## src/rtl/multicycle_core.sv

```systemverilog
// Multicycle 16-bit-instruction core: FETCH/EXEC/MEM/WB/HALT FSM
// with eight general registers and req/ack instruction and data ports.
module multicycle_core #(
    parameter int              DATA_W   = 16,
    parameter int              PC_W     = 16,
    parameter logic [PC_W-1:0] RESET_PC = '0
) (
    input  logic              clk,
    input  logic              reset,
    output logic              imem_req,
    output logic [PC_W-1:0]   imem_addr,
    input  logic              imem_ack,
    input  logic [15:0]       imem_rdata,
    output logic              dmem_req,
    output logic              dmem_we,
    output logic [PC_W-1:0]   dmem_addr,
    output logic [DATA_W-1:0] dmem_wdata,
    input  logic              dmem_ack,
    input  logic [DATA_W-1:0] dmem_rdata,
    output logic [2:0]        state,
    output logic [PC_W-1:0]   pc,
    output logic              retire,
    output logic              halted
);

    typedef enum logic [2:0] {
        FETCH = 3'd0,
        EXEC  = 3'd1,
        MEM   = 3'd2,
        WB    = 3'd3,
        HALT  = 3'd4
    } state_t;

    localparam logic [3:0] OP_ADD  = 4'b0000;
    localparam logic [3:0] OP_NAND = 4'b0010;
    localparam logic [3:0] OP_LW   = 4'b1010;
    localparam logic [3:0] OP_SW   = 4'b1001;
    localparam logic [3:0] OP_BEQ  = 4'b1011;
    localparam logic [3:0] OP_JAL  = 4'b1101;
    localparam logic [3:0] OP_HALT = 4'b1111;

    state_t            st;
    logic [15:0]       ir;
    logic [DATA_W-1:0] a_q;
    logic [DATA_W-1:0] b_q;
    logic [DATA_W-1:0] res_q;
    logic [PC_W-1:0]   npc_q;
    logic [DATA_W-1:0] rf [8];

    logic [3:0]        op;
    logic [2:0]        ra;
    logic [2:0]        rb;
    logic [2:0]        rc;
    logic [2:0]        dst;
    logic [DATA_W-1:0] imm6;
    logic [DATA_W-1:0] ea;
    logic [PC_W-1:0]   off6;
    logic [PC_W-1:0]   off9;
    logic [PC_W-1:0]   pc2;

    assign op   = ir[15:12];
    assign ra   = ir[11:9];
    assign rb   = ir[8:6];
    assign rc   = ir[5:3];
    assign dst  = (op == OP_ADD || op == OP_NAND) ? rc : ra;
    assign imm6 = {{(DATA_W-6){ir[5]}}, ir[5:0]};
    assign ea   = b_q + imm6;
    // branch offsets are in halfwords, so shift left by one
    assign off6 = {{(PC_W-7){ir[5]}}, ir[5:0], 1'b0};
    assign off9 = {{(PC_W-10){ir[8]}}, ir[8:0], 1'b0};
    assign pc2  = pc + PC_W'(2);

    assign imem_addr = pc;
    assign state     = st;

    always_ff @(posedge clk) begin
        if (reset) begin
            st         <= FETCH;
            pc         <= RESET_PC;
            imem_req   <= 1'b0;
            dmem_req   <= 1'b0;
            dmem_we    <= 1'b0;
            dmem_addr  <= '0;
            dmem_wdata <= '0;
            retire     <= 1'b0;
            halted     <= 1'b0;
            ir         <= '0;
            a_q        <= '0;
            b_q        <= '0;
            res_q      <= '0;
            npc_q      <= '0;
            for (int i = 0; i < 8; i++) begin
                rf[i] <= '0;
            end
        end else begin
            retire <= 1'b0;
            unique case (st)
                FETCH: begin
                    imem_req <= 1'b1;
                    if (imem_req && imem_ack) begin
                        imem_req <= 1'b0;
                        ir       <= imem_rdata;
                        a_q      <= rf[imem_rdata[11:9]];
                        b_q      <= rf[imem_rdata[8:6]];
                        st       <= EXEC;
                    end
                end
                EXEC: begin
                    case (op)
                        OP_ADD: begin
                            res_q <= a_q + b_q;
                            npc_q <= pc2;
                            st    <= WB;
                        end
                        OP_NAND: begin
                            res_q <= ~(a_q & b_q);
                            npc_q <= pc2;
                            st    <= WB;
                        end
                        OP_LW, OP_SW: begin
                            dmem_req   <= 1'b1;
                            dmem_we    <= (op == OP_SW);
                            dmem_addr  <= PC_W'(ea);
                            dmem_wdata <= a_q;
                            st         <= MEM;
                        end
                        OP_BEQ: begin
                            pc       <= (a_q == b_q) ? pc + off6 : pc2;
                            retire   <= 1'b1;
                            imem_req <= 1'b1;
                            st       <= FETCH;
                        end
                        OP_JAL: begin
                            res_q <= DATA_W'(pc2);
                            npc_q <= pc + off9;
                            st    <= WB;
                        end
                        OP_HALT: begin
                            halted <= 1'b1;
                            retire <= 1'b1;
                            st     <= HALT;
                        end
                        default: begin
                            pc       <= pc2;
                            retire   <= 1'b1;
                            imem_req <= 1'b1;
                            st       <= FETCH;
                        end
                    endcase
                end
                MEM: begin
                    if (dmem_req && dmem_ack) begin
                        dmem_req <= 1'b0;
                        if (dmem_we) begin
                            pc       <= pc2;
                            retire   <= 1'b1;
                            imem_req <= 1'b1;
                            st       <= FETCH;
                        end else begin
                            res_q <= dmem_rdata;
                            npc_q <= pc2;
                            st    <= WB;
                        end
                    end
                end
                WB: begin
                    rf[dst]  <= res_q;
                    pc       <= npc_q;
                    retire   <= 1'b1;
                    imem_req <= 1'b1;
                    st       <= FETCH;
                end
                HALT: begin
                    st <= HALT;
                end
                default: begin
                    st <= FETCH;
                end
            endcase
        end
    end

endmodule
```

## config.mk

```make
export PLATFORM = sky130hd
export DESIGN_NAME = multicycle_core
export DESIGN_NICKNAME = d
export VERILOG_FILES = /design/src/rtl/multicycle_core.sv
export SDC_FILE = /design/constraint.sdc
export NUM_CORES = 1
export LEC_CHECK = 0
export BUFFER_PORTS_ARGS = -buffer_cell sky130_fd_sc_hd__buf_2
export CAP_MARGIN = 20
export CORE_AREA = 2 2 171 173
export CTS_BUF_LIST = sky130_fd_sc_hd__clkbuf_8
export CTS_CLUSTER_DIAMETER = 150
export CTS_CLUSTER_SIZE = 30
export DETAILED_ROUTE_END_ITERATION = 12
export DIE_AREA = 0 0 173 175
export GPL_TIMING_DRIVEN = 0
export HOLD_SLACK_MARGIN = 0.08
export PLACE_DENSITY = 0.76
export SLEW_MARGIN = 20
export SYNTH_ARGS = -nofsm -noshare
export SYNTH_HDL_FRONTEND = slang
export SYNTH_SLANG_ARGS = --single-unit
```

## constraint.sdc

```tcl
create_clock -name clk -period 4.9 [get_ports clk]
set_input_delay 0.735 -clock clk [delete_from_list [all_inputs] [get_ports clk]]
set_output_delay 0.735 -clock clk [all_outputs]
set_load 0.03 [all_outputs]
```

==> results of run 1 <==
## final cells by class
type | count | share of cell area (%)
Tap cell | 384 | 2.872
Clock buffer | 13 | 1.070
Inverter | 24 | 0.5385
Clock inverter | 5 | 0.1421
Timing Repair Buffer | 109 | 3.560
Sequential cell | 264 | 39.25
Buffer | 121 | 3.194
Multi-Input combinational cell | 1147 | 49.37
## cell families after synthesis
logic type               Yosys count
flip-flops                       264
AO/OA/AOI/OAI                    374
XOR/XNOR                          46
buffers and inverters            145
AND/OR/NAND/NOR                  555
multiplexers                     115
adder cells (fa/ha/maj)           57
## placed cells by master, fill, tap and decap left out, types with 6 or more instances in the layout
| cell | Yosys | routed |
|---|---|---|
| sky130_fd_sc_hd__a31oi_1 | 18 | 18 |
| sky130_fd_sc_hd__inv_1 | 24 | 28 |
| sky130_fd_sc_hd__clkbuf_1 | 80 | 80 |
| sky130_fd_sc_hd__mux4_2 | 64 | 64 |
| sky130_fd_sc_hd__buf_2 | 16 | 117 |
| sky130_fd_sc_hd__a221oi_1 | 8 | 8 |
| sky130_fd_sc_hd__nand3b_1 | 6 | 6 |
| sky130_fd_sc_hd__o21bai_1 | 8 | 8 |
| sky130_fd_sc_hd__nor2_1 | 125 | 125 |
| sky130_fd_sc_hd__a311oi_1 | 6 | 6 |
| sky130_fd_sc_hd__xor2_1 | 20 | 20 |
| sky130_fd_sc_hd__clkbuf_8 | 0 | 13 |
| sky130_fd_sc_hd__xnor2_1 | 26 | 26 |
| sky130_fd_sc_hd__o21ai_2 | 0 | 8 |
| sky130_fd_sc_hd__nor4_1 | 13 | 12 |
| sky130_fd_sc_hd__ha_1 | 54 | 54 |
| sky130_fd_sc_hd__a21o_1 | 16 | 16 |
| sky130_fd_sc_hd__edfxtp_1 | 128 | 128 |
| sky130_fd_sc_hd__or3_1 | 7 | 7 |
| sky130_fd_sc_hd__buf_1 | 9 | 9 |
| sky130_fd_sc_hd__mux2i_1 | 49 | 49 |
| sky130_fd_sc_hd__o211ai_1 | 11 | 11 |
| sky130_fd_sc_hd__o22ai_1 | 7 | 7 |
| sky130_fd_sc_hd__a21oi_1 | 123 | 123 |
| sky130_fd_sc_hd__or4_1 | 6 | 6 |
| sky130_fd_sc_hd__nand2b_1 | 17 | 17 |
| sky130_fd_sc_hd__nor3_1 | 42 | 42 |
| sky130_fd_sc_hd__nand2_1 | 154 | 154 |
| sky130_fd_sc_hd__buf_6 | 0 | 8 |
| sky130_fd_sc_hd__and2_1 | 129 | 129 |
| sky130_fd_sc_hd__a211oi_1 | 51 | 51 |
| sky130_fd_sc_hd__dfxtp_1 | 136 | 136 |
| sky130_fd_sc_hd__buf_4 | 16 | 16 |
| sky130_fd_sc_hd__o21ai_0 | 71 | 63 |
| sky130_fd_sc_hd__nand3_1 | 20 | 20 |
## report_power, final
group / switching, mW / leakage [nW] / internal [mW]
clock network: 0.675 / 0.119 / 0.251
registers: 0.148 / 2.43 / 2.42
logic: 0.597 / 3.88 / 0.370
total: 1.42 / 6.42 / 3.04
## worst max-delay path: cells and delay by family, from the launching register on
family | cells | cell delay (ns)
buffers and inverters | 1 | 0.20
adder cells (fa/ha/maj) | 1 | 0.39
flip-flops | 1 | 1.09
AO/OA/AOI/OAI | 4 | 1.46
multiplexers | 1 | 0.16
AND/OR/NAND/NOR | 1 | 0.26
## registers in the layout (all words and copies together), names as in the netlist, 16 cells and up
signal / cells
a_q: 16
b_q: 16
dmem_addr: 16
dmem_wdata: 16
imem_addr: 16
ir: 16
npc_q: 16
res_q: 16
rf: 128
## through the flow
| step | hold slack [ns] | util, % | area (um^2) |
|---|---|---|---|
| 6_report | 0.3668 | 58.92 | 16730 |
| 3_3_place_gp | 0.4372 | 57.76 | 16400 |
| 3_5_place_dp | 0.4444 | 58.21 | 16530 |
| 4_1_cts | 0.3611 | 58.92 | 16730 |
| 5_1_grt | 0.3864 | 58.92 | 16730 |
| 2_1_floorplan | 0.4321 | - | 15410 |
## final timing paths
check / start / end / slack (ns) / depth (start not counted)
min: imem_rdata[4] / ir[4]$_SDFFE_PP0P_ / 0.37 / 3
max: ir[5]$_SDFFE_PP0P_ / imem_addr[14]$_SDFFE_PP0P_ / 1.20 / 8
max reg2reg: ir[5]$_SDFFE_PP0P_ / imem_addr[14]$_SDFFE_PP0P_ / 1.20 / 8
min reg2reg: dmem_addr[0]$_SDFFE_PP0P_ / dmem_addr[0]$_SDFFE_PP0P_ / 0.46 / 2
## per-layer routing
| metal | part of all wire (%) | GRT usage [%] | wire [um] |
|---|---|---|---|
| met1 | 42 | 39.61 | 19080 |
| met2 | 47 | 50.00 | 21750 |
| met3 | 7.1 | 3.394 | 3241 |
| met4 | 3.9 | 11.30 | 1809 |
| met5 | 0 | 0 | 0 |
==> impl_metrics.prom, run 1 <==
# TYPE chip_impl_metric gauge
chip_impl_metric{name="netlist_area",unit="mm^2"} 0.01541
chip_impl_metric{name="power.total",unit="mW"} 4.458
chip_impl_metric{name="via_per_inst",unit=""} 6.256
chip_impl_metric{name="synthMuxAreaShare",unit="%"} 12.68
chip_impl_metric{name="dp_worst_setup_slack",unit="ns"} 1.303
chip_impl_metric{name="post_synth_fa_ha_maj_area_fraction",unit="%"} 4.773
chip_impl_info{name="cts_tree",value="yes"} 1
chip_impl_metric{name="final.min_clock_period",unit="ns"} 3.700
chip_impl_metric{name="timing.max_slew.rel_slack",unit="%"} 26.02
chip_impl_metric{name="worst_ir_drop_vdd",unit="mV"} 0.2254
chip_impl_metric{name="cts.reportedPaths.clkPinSlew",unit="ns"} 0.19
chip_impl_metric{name="initial_core_util",unit="%"} 54.29
chip_impl_metric{name="place.port_buffers",unit=""} 101
chip_impl_metric{name="cts_setup_buffers",unit=""} 0
chip_impl_metric{name="slowest_delay",unit="ns"} 1.09
chip_impl_metric{name="power.static_leakage",unit="nW"} 6.421
chip_impl_metric{name="tightestPinTransition",unit="ns"} 1.108
chip_impl_info{name="worst_path_most_repeated_cell",value="sky130_fd_sc_hd__a221oi_1"} 1
chip_impl_metric{name="worst-endpoint-required",unit="ns"} 5.34
chip_impl_info{name="result_of_the_run",value="finished, final reports clean"} 1
chip_impl_metric{name="worst_clock_skew",unit="ns"} 0.04816
chip_impl_info{name="yosysMostFrequentCell",value="sky130_fd_sc_hd__nand2_1"} 1
chip_impl_metric{name="routabilityCongestion",unit=""} 0.9559
chip_impl_metric{name="pin_count_of_the_biggest_net_entering_global_routing",unit=""} 32
chip_impl_metric{name="global_route.usage.total",unit="%"} 29.68
chip_impl_metric{name="synth_edf_count",unit=""} 128
chip_impl_metric{name="post-route-period-util",unit="%"} 75.52
chip_impl_info{name="timing.critical_path.cells",value="ha_1, clkbuf_1, and4_1, a221oi_1, o21ai_0, mux2i_1, o41ai_1, a221oi_1"} 1
chip_impl_metric{name="cellPowerDensity",unit="mW/mm^2"} 266.5
chip_impl_info{name="most_used_standard_cells_in_the_synthesized_netlist",value="sky130_fd_sc_hd__nand2_1, sky130_fd_sc_hd__dfxtp_1, sky130_fd_sc_hd__and2_1, sky130_fd_sc_hd__edfxtp_1, sky130_fd_sc_hd__nor2_1"} 1
chip_impl_metric{name="mappedNetlistNets",unit=""} 1649
chip_impl_metric{name="yosys.area.top_type_share",unit="%"} 24.94
chip_impl_metric{name="place_hpwl",unit="um"} 35800
chip_impl_metric{name="synth-seq-area-share",unit="%"} 42.60
chip_impl_metric{name="count_of_tritonroute_iterations_in_the_first_routing_pass",unit=""} 5
chip_impl_metric{name="register_area",unit="mm^2"} 0.006566
chip_impl_info{name="dominant_combinational_cell_family_by_area_after_synthesis",value="simple AND/OR/NAND/NOR gates"} 1
chip_impl_metric{name="fin_setup_tns",unit="ns"} 0
chip_impl_metric{name="synthArstFlopShare",unit="%"} 0
chip_impl_metric{name="fmax",unit="MHz"} 270.2
chip_impl_metric{name="timing.final.max_slew_violations",unit=""} 0
chip_impl_metric{name="clk-insertion-delay-late",unit="ns"} 0.58
chip_impl_metric{name="number_of_buffers_created_by_cts",unit=""} 12
chip_impl_metric{name="syn_avg_cell_area",unit="um^2"} 9.906
chip_impl_metric{name="io-pin-count",unit=""} 108
chip_impl_metric{name="drt-initial-drc-count",unit=""} 1453
chip_impl_info{name="timing.setup.critical_path_class",value="flop to flop"} 1
chip_impl_metric{name="synth-warning-count",unit=""} 0
chip_impl_metric{name="wl_cell",unit="um"} 22.20
chip_impl_metric{name="core",unit="mm^2"} 0.02839
chip_impl_metric{name="synthesis.instances",unit=""} 1556
chip_impl_metric{name="hold_viol",unit=""} 0
chip_impl_metric{name="timing.critical_path.fanout_max",unit=""} 20
chip_impl_metric{name="die-area",unit="mm^2"} 0.03028
chip_impl_metric{name="layout-area-overhead-vs-synth",unit="%"} 8.531
chip_impl_info{name="grt_setup_unrepaired",value="false"} 1
chip_impl_metric{name="finalNetCount",unit=""} 1772
chip_impl_info{name="synth_largest_area_cell",value="sky130_fd_sc_hd__edfxtp_1"} 1
chip_impl_metric{name="numPlacedInstances",unit=""} 2049
chip_impl_metric{name="timing.critical_path.arrival",unit="ns"} 4.14
chip_impl_metric{name="grt_antenna_before_repair",unit=""} 0
chip_impl_metric{name="ctsHoldBuffers",unit=""} 0
chip_impl_metric{name="synth.ff_latch_count",unit=""} 264
chip_impl_metric{name="number_of_nets_still_failing_antenna_checks_after_routing",unit=""} 0
chip_impl_info{name="critical_path.startpoint_type",value="flop"} 1
chip_impl_metric{name="filler_cell_count",unit=""} 2467
chip_impl_metric{name="vias_in_the_first_global_route",unit=""} 12250
chip_impl_metric{name="synth_xor_area_share",unit="%"} 2.614
chip_impl_metric{name="multi_input_area",unit="mm^2"} 0.008259
chip_impl_metric{name="num_rows",unit=""} 62
chip_impl_info{name="synth_ff_type",value="sky130_fd_sc_hd__dfxtp_1"} 1
chip_impl_info{name="hold_class",value="input port to flop"} 1
chip_impl_metric{name="drive_gt1_share",unit="%"} 14.32
chip_impl_metric{name="maxCapViolCount",unit=""} 0
chip_impl_metric{name="post_cts_resize_count",unit=""} 0
chip_impl_metric{name="grt-ovfl-total",unit=""} 0
chip_impl_metric{name="post-route-drc-count",unit=""} 0
chip_impl_metric{name="count_of_final_setup_violators",unit=""} 0
chip_impl_metric{name="dr_total_vias",unit=""} 12930
chip_impl_metric{name="die_w",unit="um"} 173
chip_impl_metric{name="routed_wirelength",unit="um"} 45880
chip_impl_metric{name="num_antenna_cells",unit=""} 0
chip_impl_metric{name="clock_path_buffers",unit=""} 3
chip_impl_info{name="synthTopCellsByArea",value="sky130_fd_sc_hd__edfxtp_1, sky130_fd_sc_hd__dfxtp_1, sky130_fd_sc_hd__mux4_2"} 1
chip_impl_metric{name="die_h",unit="um"} 175
chip_impl_metric{name="final_cell_count_without_fillers",unit=""} 2067
chip_impl_metric{name="cts.sink_count",unit=""} 264
chip_impl_info{name="timing.critical_path.to_type",value="flop"} 1
chip_impl_info{name="root_buffer",value="sky130_fd_sc_hd__clkbuf_8"} 1
chip_impl_metric{name="post_synth_and_or_nand_nor_area_fraction",unit="%"} 17.91
chip_impl_info{name="critical-path-slowest-cell",value="sky130_fd_sc_hd__dfxtp_1"} 1
chip_impl_metric{name="synth.lib_cells_used.distinct",unit=""} 74
chip_impl_metric{name="synth_compound_area_share",unit="%"} 15.37
chip_impl_metric{name="setup_ws",unit="ns"} 1.200
chip_impl_metric{name="cts.htree.levels",unit=""} 1
chip_impl_metric{name="grt_pass1_wl",unit="um"} 69700
No activity file was read; power rests on OpenSTA's default activity.
==> run 2, diff against run 1 <==
--- a/config.mk
+++ b/config.mk
@@ -15,7 +15,7 @@
 export DIE_AREA = 0 0 173 175
 export GPL_TIMING_DRIVEN = 0
 export HOLD_SLACK_MARGIN = 0.08
-export PLACE_DENSITY = 0.76
+export PLACE_DENSITY = 0.79
 export SLEW_MARGIN = 20
 export SYNTH_ARGS = -nofsm -noshare
 export SYNTH_HDL_FRONTEND = slang
==> constraint.sdc (replaced) <==
create_clock -name clk -period 3.4 [get_ports clk]
set_input_delay 0.51 -clock clk [delete_from_list [all_inputs] [get_ports clk]]
set_output_delay 0.51 -clock clk [all_outputs]
set_load 0.03 [all_outputs]
==> run 2 against run 1 <==
Against the previous run: clock skew decreased by 0.013 ns; cell area about the same; setup slack got worse by 0.96 ns; sequential power increased by 44%; largest power group unchanged.
==> impl_metrics.prom, run 2 (synthesis results as in run 1) <==
# TYPE chip_impl_metric gauge
chip_impl_metric{name="cts.htree.levels",unit=""} 1
chip_impl_metric{name="post-route-drc-count",unit=""} 0
chip_impl_metric{name="timing.critical_path.arrival",unit="ns"} 3.69
chip_impl_metric{name="grt_antenna_before_repair",unit=""} 0
chip_impl_metric{name="via_per_inst",unit=""} 6.284
chip_impl_metric{name="place_hpwl",unit="um"} 35980
chip_impl_info{name="timing.setup.critical_path_class",value="flop to flop"} 1
chip_impl_info{name="top_register",value="rf"} 1
chip_impl_metric{name="grt_pass1_wl",unit="um"} 70850
chip_impl_info{name="grt.busiest_layer",value="met2"} 1
chip_impl_metric{name="hold_viol",unit=""} 0
chip_impl_metric{name="power.static_leakage",unit="nW"} 6.430
chip_impl_info{name="worstReg2RegEnd",value="npc_q[15]$_SDFFE_PP0P_"} 1
chip_impl_metric{name="post-route-period-util",unit="%"} 92.92
chip_impl_metric{name="num_rows",unit=""} 62
chip_impl_metric{name="sw_frac_of_total",unit="%"} 32.09
chip_impl_metric{name="place.port_buffers",unit=""} 101
chip_impl_info{name="cts_tree",value="yes"} 1
chip_impl_metric{name="num_antenna_cells",unit=""} 0
chip_impl_metric{name="initial_core_util",unit="%"} 54.29
chip_impl_metric{name="dr_total_vias",unit=""} 13000
chip_impl_metric{name="ctsHoldBuffers",unit=""} 0
chip_impl_metric{name="final.min_clock_period",unit="ns"} 3.159
chip_impl_metric{name="final_cell_count_without_fillers",unit=""} 2068
chip_impl_metric{name="cts.reportedPaths.clkPinSlew",unit="ns"} 0.19
chip_impl_metric{name="cts.sink_count",unit=""} 264
chip_impl_info{name="timing.critical_path.to_type",value="flop"} 1
chip_impl_metric{name="gr-usage-met1",unit="%"} 39.15
chip_impl_metric{name="numPlacedInstances",unit=""} 2049
chip_impl_metric{name="clk-insertion-delay-late",unit="ns"} 0.57
chip_impl_info{name="root_buffer",value="sky130_fd_sc_hd__clkbuf_8"} 1
chip_impl_info{name="endpoint",value="npc_q[15]$_SDFFE_PP0P_"} 1
chip_impl_info{name="r2r_start",value="ir[5]$_SDFFE_PP0P_"} 1
chip_impl_metric{name="use_met3",unit="%"} 4.395
chip_impl_metric{name="layout-area-overhead-vs-synth",unit="%"} 8.613
chip_impl_metric{name="flop_pwr_share",unit="%"} 57.4
chip_impl_metric{name="maxCapViolCount",unit=""} 0
chip_impl_metric{name="worst_clock_skew",unit="ns"} 0.03505
chip_impl_metric{name="pin_count_of_the_biggest_net_entering_global_routing",unit=""} 32
chip_impl_metric{name="drt-initial-drc-count",unit=""} 1494
chip_impl_metric{name="max_reg_flops",unit=""} 128
chip_impl_metric{name="vias_in_the_first_global_route",unit=""} 12450
chip_impl_metric{name="count_of_final_setup_violators",unit=""} 0
chip_impl_metric{name="power.internal",unit="mW"} 4.381
chip_impl_metric{name="wl_cell",unit="um"} 22.50
chip_impl_info{name="setup.worst_path.start",value="ir[5]$_SDFFE_PP0P_"} 1
chip_impl_metric{name="cellPowerDensity",unit="mW/mm^2"} 385.4
chip_impl_info{name="result_of_the_run",value="finished, final reports clean"} 1
chip_impl_metric{name="die_h",unit="um"} 175
chip_impl_metric{name="p_clk_share",unit="%"} 20.9
chip_impl_metric{name="core",unit="mm^2"} 0.02839
chip_impl_metric{name="fmax",unit="MHz"} 316.5
chip_impl_metric{name="ff2ff_setup_slack",unit="ns"} 0.24
chip_impl_metric{name="filler_cell_count",unit=""} 2436
chip_impl_metric{name="worst_hold_slack",unit="ns"} 0.1449
chip_impl_metric{name="use_met2",unit="%"} 50.35
chip_impl_info{name="layout.cells.most_common_list",value="sky130_fd_sc_hd__nand2_1, sky130_fd_sc_hd__dfxtp_1, sky130_fd_sc_hd__and2_1"} 1
chip_impl_metric{name="timing.max_slew.rel_slack",unit="%"} 39.40
chip_impl_metric{name="die-area",unit="mm^2"} 0.03028
chip_impl_metric{name="drive_gt1_share",unit="%"} 14.49
chip_impl_info{name="final_common_cell",value="sky130_fd_sc_hd__nand2_1"} 1
chip_impl_metric{name="worst-endpoint-required",unit="ns"} 3.93
chip_impl_metric{name="finalNetCount",unit=""} 1772
chip_impl_info{name="hold_class",value="input port to flop"} 1
chip_impl_info{name="grt_setup_unrepaired",value="false"} 1
chip_impl_metric{name="power.net_switching",unit="mW"} 2.071
chip_impl_metric{name="grt-ovfl-total",unit=""} 0
chip_impl_metric{name="power.share.combinational",unit="%"} 21.7
chip_impl_metric{name="routabilityCongestion",unit=""} 0.9730
chip_impl_metric{name="clock_path_buffers",unit=""} 3
chip_impl_metric{name="routed_wirelength",unit="um"} 46530
chip_impl_metric{name="die_w",unit="um"} 173
chip_impl_metric{name="global_route.usage.total",unit="%"} 30.01
chip_impl_info{name="critical_path.startpoint_type",value="flop"} 1
chip_impl_metric{name="count_of_tritonroute_iterations_in_the_first_routing_pass",unit=""} 9
chip_impl_metric{name="cell_depth_of_the_worst_flop_to_flop_path",unit=""} 9
chip_impl_metric{name="worst_ir_drop_vdd",unit="mV"} 0.2702
chip_impl_metric{name="timing.critical_path.fanout_max",unit=""} 20
chip_impl_metric{name="tightestPinTransition",unit="ns"} 0.9090
chip_impl_metric{name="timing.final.max_slew_violations",unit=""} 0
chip_impl_metric{name="io-pin-count",unit=""} 108
chip_impl_metric{name="number_of_buffers_created_by_cts",unit=""} 12
chip_impl_metric{name="number_of_nets_still_failing_antenna_checks_after_routing",unit=""} 0
-- run 2: power groups by stage --
stage,logic (mW),clock network [mW],registers [mW]
2_1_floorplan,0.961,0,3.68
3_3_place_gp,1.32,0,3.75
3_5_place_dp,1.37,0,3.75
4_1_cts,1.37,1.34,3.69
5_1_grt,1.51,1.42,3.72
6_report,1.40,1.35,3.70
-- run 2: layer usage --
metal  part of all wire [%]  wire length (um)  vias up
met5                      0                 0        -
met4                    4.3              2003        0
met3                    7.9              3659      103
met2                     47             22070      616
met1                     40             18800     6303
li1                       -                 -     5973
-- run 2: metrics by stage --
| step | cell area, um^2 | utilization, % | worst slack [ns] | setup TNS [ns] | total power, mW |
|---|---|---|---|---|---|
| 4_1_cts | 16730 | 58.94 | 0.02136 | 0 | 6.402 |
| 3_5_place_dp | 16530 | 58.21 | -0.2115 | -0.2129 | 5.120 |
| 3_3_place_gp | 16400 | 57.76 | -0.3830 | -40.80 | 5.064 |
| 6_report | 16740 | 58.96 | 0.2408 | 0 | 6.452 |
| 2_1_floorplan | 15410 | - | 0.4259 | 0 | 4.640 |
| 5_1_grt | 16740 | 58.96 | 0.05754 | 0 | 6.647 |
-- run 2: area by class of cell --
class / count / area, um^2 / area share (%)
clock inverters: 6 / 27.53 / 0.1644
repair buffers: 109 / 595.6 / 3.558
inverters: 24 / 90.09 / 0.5381
plain buffers: 121 / 534.3 / 3.191
clock buffers: 13 / 178.9 / 1.069
well taps: 384 / 480.5 / 2.870
multi-input cells: 1147 / 8265 / 49.37
flip-flops and latches: 264 / 6569 / 39.24
-- run 2: critical path: stages (launching register included) --
cell and delay [ns]:
sky130_fd_sc_hd__dfxtp_2 0.75, sky130_fd_sc_hd__ha_1 0.34, sky130_fd_sc_hd__clkbuf_1 0.20, sky130_fd_sc_hd__and3_1 0.23, sky130_fd_sc_hd__a221oi_1 0.59, sky130_fd_sc_hd__nand3b_1 0.27
sky130_fd_sc_hd__a21oi_1 0.12, sky130_fd_sc_hd__mux2i_1 0.15, sky130_fd_sc_hd__nor4b_1 0.31, sky130_fd_sc_hd__a31o_2 0.15
-- run 2: worst min path at each step --
stage	startpoint	endpoint	slack, ns	depth (start not counted)
after floorplan	npc_q[0]$_SDFFE_PP0P_	imem_addr[0]$_SDFFE_PP0P_	0.43	2
after global placement	dmem_addr[6]$_SDFFE_PP0P_	dmem_addr[6]$_SDFFE_PP0P_	0.44	2
after detailed placement	dmem_addr[7]$_SDFFE_PP0P_	dmem_addr[7]$_SDFFE_PP0P_	0.45	2
after CTS	imem_rdata[4]	ir[4]$_SDFFE_PP0P_	0.15	3
after global routing	imem_rdata[3]	ir[3]$_SDFFE_PP0P_	0.16	3
final	imem_rdata[4]	ir[4]$_SDFFE_PP0P_	0.14	3
-- run 2: timing repair --
action                     CTS  global route
setup endpoints to repair    3             1
resized for setup            1             2
buffers inserted             0             0
gates cloned                 0             0
==> run 3, diff against run 2 <==
--- a/config.mk
+++ b/config.mk
@@ -16,6 +16,7 @@
 export GPL_TIMING_DRIVEN = 0
 export HOLD_SLACK_MARGIN = 0.08
 export PLACE_DENSITY = 0.79
+export REMOVE_ABC_BUFFERS = 1
 export SLEW_MARGIN = 20
 export SYNTH_ARGS = -nofsm -noshare
 export SYNTH_HDL_FRONTEND = slang
==> run 3 against run 2 <==
Against the previous run: worst hold slack improved by 0.017 ns; power decreased by 1.3%; clock power about the same; sequential power about the same; critical endpoint is now rf[3][11]$_SDFFCE_PN0P_; largest cell class unchanged.
==> impl_metrics.prom, run 3 (synthesis results as in run 1) <==
# TYPE chip_impl_metric gauge
chip_impl_metric{name="hold_viol",unit=""} 0
chip_impl_metric{name="drt-initial-drc-count",unit=""} 1404
chip_impl_metric{name="pin_count_of_the_biggest_net_entering_global_routing",unit=""} 71
chip_impl_metric{name="post-route-period-util",unit="%"} 97.97
chip_impl_metric{name="place_hpwl",unit="um"} 30040
chip_impl_metric{name="final.min_clock_period",unit="ns"} 3.331
chip_impl_metric{name="dr_total_vias",unit=""} 12600
chip_impl_metric{name="cts.reportedPaths.clkPinSlew",unit="ns"} 0.18
chip_impl_info{name="top_register",value="rf"} 1
chip_impl_metric{name="grt_pass1_wl",unit="um"} 65240
chip_impl_metric{name="finalNetCount",unit=""} 1671
chip_impl_info{name="timing.critical_path.to_type",value="flop"} 1
chip_impl_info{name="layout.cells.most_common_list",value="sky130_fd_sc_hd__nand2_1, sky130_fd_sc_hd__dfxtp_1, sky130_fd_sc_hd__and2_1"} 1
chip_impl_metric{name="vias_in_the_first_global_route",unit=""} 11790
chip_impl_metric{name="timing.final.max_slew_violations",unit=""} 0
chip_impl_metric{name="maxCapViolCount",unit=""} 0
chip_impl_metric{name="die_h",unit="um"} 175
chip_impl_metric{name="number_of_nets_still_failing_antenna_checks_after_routing",unit=""} 0
chip_impl_metric{name="number_of_buffers_created_by_cts",unit=""} 12
chip_impl_metric{name="die_w",unit="um"} 173
chip_impl_metric{name="worst_clock_skew",unit="ns"} 0.02250
chip_impl_metric{name="core",unit="mm^2"} 0.02839
chip_impl_metric{name="final_cell_count_without_fillers",unit=""} 1965
chip_impl_metric{name="cellPowerDensity",unit="mW/mm^2"} 385.1
chip_impl_metric{name="worst_ir_drop_vdd",unit="mV"} 0.2530
chip_impl_metric{name="utilization",unit="%"} 58.22
chip_impl_metric{name="clk-insertion-delay-late",unit="ns"} 0.56
chip_impl_metric{name="filler_cell_count",unit=""} 2385
chip_impl_metric{name="cts.sink_count",unit=""} 264
chip_impl_metric{name="num_rows",unit=""} 62
chip_impl_info{name="final_common_cell",value="sky130_fd_sc_hd__nand2_1"} 1
chip_impl_info{name="timing.setup.critical_path_class",value="flop to flop"} 1
chip_impl_metric{name="count_of_tritonroute_iterations_in_the_first_routing_pass",unit=""} 5
chip_impl_info{name="hold_class",value="input port to flop"} 1
chip_impl_info{name="cts_tree",value="yes"} 1
chip_impl_metric{name="grt_antenna_before_repair",unit=""} 0
chip_impl_metric{name="die-area",unit="mm^2"} 0.03028
chip_impl_metric{name="num_antenna_cells",unit=""} 0
chip_impl_metric{name="place.port_buffers",unit=""} 107
chip_impl_metric{name="initial_core_util",unit="%"} 54.29
chip_impl_metric{name="cts.htree.levels",unit=""} 1
chip_impl_info{name="grt_setup_unrepaired",value="true"} 1
chip_impl_metric{name="count_of_final_setup_violators",unit=""} 0
chip_impl_metric{name="tightestPinTransition",unit="ns"} 0.9426
chip_impl_metric{name="wl_cell",unit="um"} 21.73
chip_impl_metric{name="max_reg_flops",unit=""} 128
chip_impl_metric{name="via_per_inst",unit=""} 6.413
chip_impl_info{name="root_buffer",value="sky130_fd_sc_hd__clkbuf_8"} 1
chip_impl_info{name="result_of_the_run",value="finished, final reports clean"} 1
chip_impl_metric{name="fmax",unit="MHz"} 300.2
chip_impl_metric{name="drive_gt1_share",unit="%"} 15.88
chip_impl_metric{name="global_route.usage.total",unit="%"} 27.36
chip_impl_info{name="critical_path.startpoint_type",value="flop"} 1
chip_impl_metric{name="routed_wirelength",unit="um"} 42710
chip_impl_metric{name="io-pin-count",unit=""} 108
chip_impl_metric{name="routabilityCongestion",unit=""} 0.9236
chip_impl_metric{name="power.static_leakage",unit="nW"} 6.294
chip_impl_metric{name="layout-area-overhead-vs-synth",unit="%"} 7.241
chip_impl_metric{name="clock_path_buffers",unit=""} 3
chip_impl_metric{name="post-route-drc-count",unit=""} 0
chip_impl_metric{name="numPlacedInstances",unit=""} 1947
chip_impl_metric{name="grt-ovfl-total",unit=""} 0
chip_impl_metric{name="timing.max_slew.rel_slack",unit="%"} 37.16
chip_impl_metric{name="cts_setup_buffers",unit=""} 0
chip_impl_metric{name="timing.critical_path.arrival",unit="ns"} 3.61
chip_impl_metric{name="worst-endpoint-required",unit="ns"} 3.68
chip_impl_metric{name="timing.critical_path.fanout_max",unit=""} 17
==> run 3: cell types whose count changed in the layout (fill, tap and decap cells not counted), sizes merged <==
| cell | delta |
|---|---|
| clkbuf | -80 |
| buf | -22 |
| inv | -3 |
| clkinvlp | +2 |
==> run 3: layer usage <==
| layer | wire length, um | share of wire [%] | global-route usage (%) |
|---|---|---|---|
| met2 | 20040 | 47 | 45.50 |
| met4 | 1768 | 4.1 | 10.91 |
| met5 | 0 | 0 | 0 |
| met3 | 3768 | 8.8 | 3.612 |
| met1 | 17140 | 40 | 36.47 |
==> run 3: final timing paths <==
check	depth (start not counted)	from	slack, ns	to
max	6	state[1]$_SDFFE_PP0P_	0.07	rf[3][11]$_SDFFCE_PN0P_
min	3	imem_rdata[14]	0.16	ir[14]$_SDFFE_PP0P_
max reg2reg	6	state[1]$_SDFFE_PP0P_	0.07	rf[3][11]$_SDFFCE_PN0P_
min reg2reg	2	dmem_addr[13]$_SDFFE_PP0P_	0.46	dmem_addr[13]$_SDFFE_PP0P_
==> run 3: critical path: stages, from the launching register on <==
cell	delay (ns)
sky130_fd_sc_hd__dfxtp_1	0.68
sky130_fd_sc_hd__nor2b_2	0.54
sky130_fd_sc_hd__buf_6	0.24
sky130_fd_sc_hd__nand2_1	0.14
sky130_fd_sc_hd__or3_1	0.56
sky130_fd_sc_hd__o21ai_2	0.63
sky130_fd_sc_hd__buf_6	0.25
==> run 3: per-stage QoR <==
stage | total power, mW | cell area (um^2) | setup WS (ns) | TNS (ns) | hold WS (ns)
after global routing | 6.593 | 16530 | -0.06767 | -0.8330 | 0.1730
after detailed placement | 5.063 | 16250 | -0.4041 | -1.983 | 0.4435
after global placement | 4.994 | 15900 | -6.507 | -795.78 | 0.4370
after floorplan | 4.565 | 14880 | -3.472 | -196.02 | 0.4260
after CTS | 6.321 | 16460 | -0.07753 | -0.6698 | 0.1649
final | 6.365 | 16530 | 0.06910 | 0 | 0.1615
==> run 3: report_power, final <==
part | leakage (nW) | switching [mW] | total (mW) | internal [mW]
Combinational | 3.75 | 0.833 | 1.37 | 0.535
Sequential | 2.43 | 0.193 | 3.68 | 3.48
Clock | 0.114 | 0.960 | 1.32 | 0.360
Total | 6.29 | 1.99 | 6.37 | 4.38
==> run 3: cell type report <==
class	count	area [um^2]	share of cell area, %
multi-input cells	1147	8378	50.69
clock buffers	13	178.9	1.082
inverters	24	93.84	0.5677
repair inverters	1	5.005	0.03028
flip-flops and latches	264	6571	39.75
repair buffers	128	802.0	4.852
clock inverters	4	20.02	0.1211
well taps	384	480.5	2.907
==> run 3: repair_timing <==
action                                  in CTS  in global routing
hold buffers                                 0                  0
cloned                                       0                  1
endpoints found under the setup margin      31                158
gates resized for setup                      2                 14
pin swaps                                    0                  0
